===== config.mk =====
export PLATFORM = sky130hd
export DESIGN_NAME = serial_add_sub
export DESIGN_NICKNAME = d
export VERILOG_FILES = /design/src/rtl/serial_alu_pkg.sv /design/src/rtl/fa_cell.sv /design/src/rtl/serial_add_sub.sv
export SDC_FILE = /design/constraint.sdc
export NUM_CORES = 1
export LEC_CHECK = 0
export CAP_MARGIN = 20
export CORE_ASPECT_RATIO = 0.6
export CORE_MARGIN = 2
export CORE_UTILIZATION = 46
export DETAILED_ROUTE_END_ITERATION = 10
export PLACE_DENSITY = 0.71
export REMOVE_ABC_BUFFERS = 1
export SLEW_MARGIN = 20
export SYNTH_ARGS = -nofsm -noshare
export SYNTH_HDL_FRONTEND = slang
export SYNTH_SLANG_ARGS = --single-unit

===== constraint.sdc =====
create_clock -name clk -period 2.84 [get_ports clk]
set_clock_uncertainty 0.2 [all_clocks]
set_input_delay 0.284 -clock clk [delete_from_list [all_inputs] [get_ports clk]]
set_output_delay 0.284 -clock clk [all_outputs]
set_load 0.02 [all_outputs]

===== src/rtl/serial_alu_pkg.sv =====
// Shared encodings for the digit-serial adder/subtractor: FSM states and operation select.
package serial_alu_pkg;

  typedef enum logic [1:0] {
    ST_IDLE = 2'd0,
    ST_RUN  = 2'd1,
    ST_DONE = 2'd2
  } state_e;

  localparam logic OP_ADD = 1'b0;
  localparam logic OP_SUB = 1'b1;

endpackage


===== src/rtl/fa_cell.sv =====
// One-bit full adder built from two half-add stages; chained DIGIT times per slice.
module fa_cell (
  input  logic a,
  input  logic b,
  input  logic cin,
  output logic s,
  output logic cout
);

  logic h1_s, h1_c, h2_c;

  assign h1_s = a ^ b;
  assign h1_c = a & b;
  assign s    = h1_s ^ cin;
  assign h2_c = h1_s & cin;
  assign cout = h1_c | h2_c;

endmodule


===== src/rtl/serial_add_sub.sv =====
// Digit-serial add/subtract, DIGIT bits per clock, LSB slice first, start/done handshake.
// Define SERIAL_ADD_SUB_OVF_EN to generate the signed-overflow flag; otherwise ovf is tied low.
module serial_add_sub
  import serial_alu_pkg::*;
#(
  parameter int WIDTH = 8,
  parameter int DIGIT = 1
) (
  input  logic             clk,
  input  logic             reset,
  input  logic             start,
  input  logic             sub,
  input  logic [WIDTH-1:0] a,
  input  logic [WIDTH-1:0] b,
  output logic             busy,
  output logic             done,
  output logic [WIDTH-1:0] sum,
  output logic             carry_out,
  output logic             zero,
  output logic             ovf
);

  localparam int STEPS = WIDTH / DIGIT;
  localparam int CW    = (STEPS > 1) ? $clog2(STEPS) : 1;
  localparam int IW    = (WIDTH > 1) ? $clog2(WIDTH) : 1;
  localparam logic [CW-1:0] LAST = CW'(STEPS - 1);

  state_e           state_q;
  logic [WIDTH-1:0] opa_q, opb_q, sum_q, sum_d;
  logic [CW-1:0]    cnt_q;
  logic             carry_q, busy_q, done_q, cout_q, zero_q;

  logic [IW-1:0]    base;
  logic [DIGIT-1:0] a_slice, b_slice, s_slice;
  logic [DIGIT:0]   chain;
  logic             accept, last_step;

  assign accept    = start && (state_q == ST_IDLE || state_q == ST_DONE);
  assign last_step = (state_q == ST_RUN) && (cnt_q == LAST);

  // Bit offset of the slice being processed; never exceeds WIDTH-DIGIT.
  assign base    = IW'(cnt_q) * IW'(DIGIT);
  assign a_slice = opa_q[base +: DIGIT];
  assign b_slice = opb_q[base +: DIGIT];
  assign chain[0] = carry_q;

  for (genvar gi = 0; gi < DIGIT; gi++) begin : g_fa
    fa_cell u_fa (
      .a    (a_slice[gi]),
      .b    (b_slice[gi]),
      .cin  (chain[gi]),
      .s    (s_slice[gi]),
      .cout (chain[gi+1])
    );
  end

  always_comb begin
    sum_d = sum_q;
    sum_d[base +: DIGIT] = s_slice;
  end

  always_ff @(posedge clk) begin
    if (reset) begin
      state_q <= ST_IDLE;
      opa_q   <= '0;
      opb_q   <= '0;
      sum_q   <= '0;
      cnt_q   <= '0;
      carry_q <= 1'b0;
      busy_q  <= 1'b0;
      done_q  <= 1'b0;
      cout_q  <= 1'b0;
      zero_q  <= 1'b0;
    end else begin
      done_q <= 1'b0;
      case (state_q)
        ST_IDLE, ST_DONE: begin
          if (accept) begin
            // Subtraction is a + ~b + 1: invert B here, inject the +1 as the initial carry.
            opa_q   <= a;
            opb_q   <= (sub == OP_ADD) ? b : ~b;
            carry_q <= (sub == OP_SUB);
            cnt_q   <= '0;
            sum_q   <= '0;
            cout_q  <= 1'b0;
            zero_q  <= 1'b0;
            busy_q  <= 1'b1;
            state_q <= ST_RUN;
          end else begin
            state_q <= ST_IDLE;
          end
        end
        ST_RUN: begin
          sum_q   <= sum_d;
          carry_q <= chain[DIGIT];
          if (last_step) begin
            cnt_q   <= '0;
            cout_q  <= chain[DIGIT];
            zero_q  <= (sum_d == '0);
            busy_q  <= 1'b0;
            done_q  <= 1'b1;
            state_q <= ST_DONE;
          end else begin
            cnt_q <= cnt_q + 1'b1;
          end
        end
        default: begin
          busy_q  <= 1'b0;
          state_q <= ST_IDLE;
        end
      endcase
    end
  end

`ifdef SERIAL_ADD_SUB_OVF_EN
  logic ovf_q;

  always_ff @(posedge clk) begin
    if (reset || accept) begin
      ovf_q <= 1'b0;
    end else if (last_step) begin
      ovf_q <= (opa_q[WIDTH-1] == opb_q[WIDTH-1]) && (sum_d[WIDTH-1] != opa_q[WIDTH-1]);
    end
  end

  assign ovf = ovf_q;
`else
  assign ovf = 1'b0;
`endif

  assign busy      = busy_q;
  assign done      = done_q;
  assign sum       = sum_q;
  assign carry_out = cout_q;
  assign zero      = zero_q;

endmodule


Yosys cells after proc, flatten, opt, wreduce, memory -nomap -nowiden
Index checks and enable logic that the tools add are counted.
Cells by class
  add/subtract/negate cells: 2
  equal/unequal tests: 5
  shifts and indexed selects: 4
  multiplexer cells: 21
  bitwise gates (word level): 7
  reduce and logical (&&, ||, !) cells: 12
Operator list (count)
  2-to-1 mux 8 bit: 2
  case mux 8 bit (2 select lines): 1
  indexed part select 8 x 4 -> 1 bit: 2
  bitwise mux 8 bit: 1
  zero test 8 bit: 1
  2-to-1 mux 1 bit: 8
  inverter 8 bit: 1
  case mux 1 bit (2 select lines): 4
  variable shift 1 x 5 -> 8 bit (first input constant): 1
  indexed part select 1 x 5 -> 8 bit: 1
  2-to-1 mux 3 bit: 2
  case mux 3 bit (2 select lines): 1
  AND reduction 2 bit: 3
  negation 3 -> 5 bit: 1
  != test 2 bit (second input constant): 2
  case mux 2 bit (2 select lines): 1
  OR reduction 2 bit: 2
  adder 3 x 1 -> 3 bit (second input constant): 1
  == test 3 bit (second input constant): 1
  AND reduction 3 bit: 1
  bitwise AND 1 bit: 2
  == test 2 x 1 -> 1 bit (second input constant): 1
  == test 2 bit (second input constant): 1
  logical AND 1 bit: 2
  7 further kinds: 8
Word-level totals
  register bits after elaboration: 34
  input bits: 20
  word-level logic and storage cells: 61

Depth between registers and ports, before layout
Gate-level depths: netlist of run 1.
  word-level depth: 8
  gate-level depth with buffers: 10
  gate-level depth less buffers: 8

Cells and area by module
Synthesis of run 1 repeated with hierarchy kept, for this count alone.
Unflattened totals
  cells, all modules: 203
  area total of the unflattened synthesis: 1734.2 µm²
Modules (own cells, without submodules)
  serial_add_sub: times used 1, cells an instance 202, area each 1714.1 µm², seq. area each 680.7 µm²
  fa_cell: times used 1, cells an instance 1, area each 20.0 µm², seq. area each 0.0 µm²

Worst setup path after synthesis of run 1
Ideal clock, no wire load.
  kind: register to register
  start: reg cnt_q[0]
  end: reg zero_q, in the netlist zero
  data arrival time: 2.591 ns
  required time: 2.573 ns
  setup slack: -0.019 ns
  cell stages (with the launch flop): 11
  buffers on the path: 2
  period minus slack after synthesis: 2.859 ns
  cells stage by stage: dfxtp_1 > buf_6 > buf_6 > mux4_2 > nand2_1 > nand2_1 > fa_1 > or4b_1 > o22ai_1 > o2111ai_1 > o21ai_2
Between the ends
  word-level cells in the longest chain between the ends: 8
  elaborated cells on any way between the ends: 15
  classes of those cells: add/sub (1); eq/ne (2); shift (4); mux (3); bitwise (2); reduce/logical (3)
Ends and longest elaborated chain
  start, declared: line serial_add_sub.sv:30  | logic [CW-1:0] cnt_q;
  start signal, assigned: line serial_add_sub.sv:104  | cnt_q <= cnt_q + 1'b1;
  indexed part select 8 x 4 -> 1 bit (on tied branches): line serial_add_sub.sv:43, serial_add_sub.sv:44
  XOR 1 bit: line fa_cell.sv:12  | assign h1_s = a ^ b;
  XOR 1 bit: line fa_cell.sv:14  | assign s = h1_s ^ cin;
  indexed part select 1 x 5 -> 8 bit: line serial_add_sub.sv:59  | sum_d[base +: DIGIT] = s_slice;
  bitwise mux 8 bit: line serial_add_sub.sv:59
  zero test 8 bit: line serial_add_sub.sv:99  | zero_q <= (sum_d == '0);
  2-to-1 mux 1 bit: line serial_add_sub.sv:96  | if (last_step) begin
  case mux 1 bit (2 select lines): line serial_add_sub.sv:76  | case (state_q)
  end signal, assigned: line serial_add_sub.sv:99
  end, declared: line serial_add_sub.sv:31  | logic carry_q, busy_q, done_q, cout_q, zero_q;
Parallel ways exist; a longest one is shown, timed or not. The select of a mux whose other input is x is not followed.
A chain may end at the register's enable or synchronous reset.

Worst setup path in the final report of run 1
Ends and elaborated chain as after synthesis.

==> metrics.yaml, run 1 <==
timing:
  finalSetupViolations: 0
  min_period_over_period: 0.9774
  min_period_ns: 2.776
  fmax_ghz: 0.3602
  maxSlewHeadroom: 0.6262
  worst_pin_slew_ns: 0.5608
  hold_violations: 0
  rsz0062_at_grt: "yes"
  slew_viol_final: 0
synth:
  syn_area_um2: 1767
  avgSynthCellArea_um2: 8.413
  yosys-top-cells-count: "dfxtp_1 (34), nor2_1 (31), nand2_1 (27), a21oi_1 (17), o21ai_0 (11)"
  netlist.area_leader.share: 0.3853
  synth.most_common_cell: "dfxtp_1"
  muxShareOfSynthArea: 0.05878
  synth_fa_ha_area_frac: 0.03966
  synth_top_family_by_area: "simple AND/OR/NAND/NOR gates"
  seq_area_frac_synth: 0.3853
  synthXorXnorAreaFrac: 0.03966
  synth-compound-area-share: 0.1856
  syn_inst: 210
  async_flop_share: 0
  synth_seq_cells: 34
  yosysTopAreaCell: "dfxtp_1"
  synth_warnings: 0
  synth_top_flop_cell: "dfxtp_1"
  synthSimpleGateAreaFrac: 0.2259
  synth_edf_count: 0
  yosys-top-cells-area: "dfxtp_1 (39%), nor2_1 (6.6%), nand2_1 (5.7%)"
  synth_cell_types: 38
placed_design:
  dp_hpwl_mm: 2.826
  dpl_cell_area_um2: 2106
  placed_cells: 279
  portBuffers: 31
  gp_congestion: 0.8815
detailed_routing:
  dr.pass1.iters: 5
  routed_via_density: 5.437
  post_drt_wl_per_cell_um: 14.00
  wl_mm: 4.003
  drc: 0
  ant_nets: 0
  dr.first_iter.drc_count: 167
  dr_total_vias: 1555
clock_tree:
  clock_latency_ns: 0.29
  cts_max_level: 2
  cts_setup_buffers: 0
  cts_tree: "done"
  clock_sinks: 34
  clk_pin_slew_ns: 0.07
  cts_root_buffer: "clkbuf_8"
  hold_buffers: 0
  clockBufferDepth: 2
  cts_buffers: 5
cells_and_area:
  register_area_um2: 684.4
  nNetsFinal: 264
  syn_to_final_growth_pct: 25.99
  final_cells: 286
  antenna_cells: 0
  design_area_um2: 2226
  multi_input_area_um2: 980.9
  drive_gt1_frac: 0.1172
  n_fill_cell: 349
global_routing:
  grt_pass1_wl_mm: 6.748
  gr-usage-all-layers: 0.2004
  overflow: 0
  grt_antenna_before_repair: 0
  grt_pass1_vias: 1382
  grt_max_degree: 34
critical_path:
  worstSetupPathType: "flip-flop to flip-flop"
  crit_top_cell: "nand2_2"
  critical_path_required_ns: 2.87
  r2r-start: "cnt_q[0]"
  crit_slowest_cell: "mux4_2"
  rr_worst_depth: 8
  critPathTopFamily: "simple AND/OR/NAND/NOR gates"
  r2r_slack_ns: 0.06
  path_buf_inv: 0
  path_cells: "mux4_2, nand2_2, nand2_2, fa_1, or4b_1, o22ai_1, o2111ai_1, o21ai_2"
  r2r-end: "zero"
  crit_fanout: 5
  cpPeakStageDelay_ns: 0.52
  worstSetupStartpointType: "flip-flop"
  arrival_ns: 2.80
  endpoint_kind: "flip-flop"
floorplanning:
  core_area_um2: 3680
  dieArea_um2: 4369
  die_h_um: 52.01
  start_util: 0.4801
  die_x_um: 84.01
  io_pins: 33
  fp-row-count: 17
worst_hold_path:
  hold-path-cell-count: 2
  hold_path_end: "opa_q[4]"
  hold_start: "opa_q[4]"
  hold_class: "flip-flop to flip-flop"
power:
  p_leak_nw: 0.8023
  power_per_cell_area_nw_per_um2: 532.0
  peakVddDrop_uv: 303.9
run_status:
  status: "finished clean"
job:
  drv_cap: 0
-- final cells by class --
type                       instances  share of cell area
sequential                        34              0.3075
tap                               47             0.02642
clock inverter                     1             0.01349
inverter                           5            0.008432
timing repair buffer              39              0.1664
clock buffer                       6             0.03710
multi-input combinational        154              0.4407
-- repair_timing --
item                                    CTS  global route
pin swaps                                 0             7
endpoints found under the setup margin    1             1
gates resized for setup                   1             5
-- routing by layer --
metal,vias to the layer above,global-route usage,wire length [um]
li1,791,-,-
met1,709,0.3095,2187
met2,48,0.2667,1437
met3,7,0.05397,341
met4,0,0.05645,36
met5,-,0,0
-- cell usage in the layout, fill, tap and decap left out, types with 5 or more instances in the layout --
| master | netlist | routed |
|---|---|---|
| xnor2_1 | 8 | 8 |
| a22oi_1 | 10 | 10 |
| o21ai_0 | 11 | 11 |
| clkbuf_8 | 0 | 6 |
| a211oi_1 | 8 | 8 |
| nor3b_1 | 5 | 5 |
| dfxtp_1 | 34 | 33 |
| a21oi_1 | 17 | 17 |
| nand2_1 | 27 | 24 |
| buf_4 | 3 | 8 |
| inv_1 | 5 | 5 |
| nor2_1 | 31 | 31 |
| clkdlybuf4s50_1 | 0 | 31 |
-- report_power, final --
| group | internal [mW] | switching, mW |
|---|---|---|
| clock network | 0.281 | 0.173 |
| registers | 0.500 | 0.0162 |
| logic | 0.0998 | 0.114 |
-- worst max-delay path by stage --
stage | cells after the start | endpoint | slack (ns) | from
final | 8 | zero | 0.06 | cnt_q[0]
after global routing | 8 | zero | -0.03 | cnt_q[0]
after CTS | 8 | zero | 0.0005 | cnt_q[0]
after detailed placement | 8 | zero | -0.07 | cnt_q[0]
after global placement | 8 | zero | -0.008 | cnt_q[0]
after floorplan | 8 | zero | -0.20 | cnt_q[0]
-- stage by stage --
step           hold slack (ns)  utilization  setup TNS [ns]  worst slack [ns]  power [mW]
6_report                0.2556       0.6049               0           0.06412       1.184
5_1_grt                 0.2806       0.6049        -0.02626          -0.02626       1.237
4_1_cts                 0.2537       0.6032               0         0.0004965       1.190
3_5_place_dp            0.2446       0.5723        -0.07273          -0.07273      0.7362
3_3_place_gp            0.2431       0.5723       -0.008263         -0.008263      0.7327
2_1_floorplan           0.1531            -         -0.2009           -0.2009      0.6512
-- sequential cells by signal (all words and copies together), names as in the netlist --
name	count
cnt_q	3
carry_q	1
zero	1
state_q	2
carry_out	1
opb_q	8
opa_q	8
sum	8
done	1
busy	1
-- tightest hold or removal path, stage by stage, from the launching register on --
cell     delay, ns
dfxtp_1       0.31
nand2_1       0.05
a21oi_1       0.05
-- cells by family (layout without fill, tap and decap cells) --
logic type                 Yosys count  count (layout)
AOI/OAI and AO/OA                   52              52
xor gates and xnor gates             8               8
adders and majority gates            5               5
buffers and inverters               22              51
DFF                                 34              34
muxes                                5               5
other                                1               1
and+or+nand+nor                     83              83
Power figures use the tool's default switching activity.
==> run 2: changes to the inputs <==
Settings changed: CAP_MARGIN 20 to unset, SLEW_MARGIN 20 to 15.
==> results of run 2 <==
No change in the layout: final DEF, timing and power equal those of run 1.
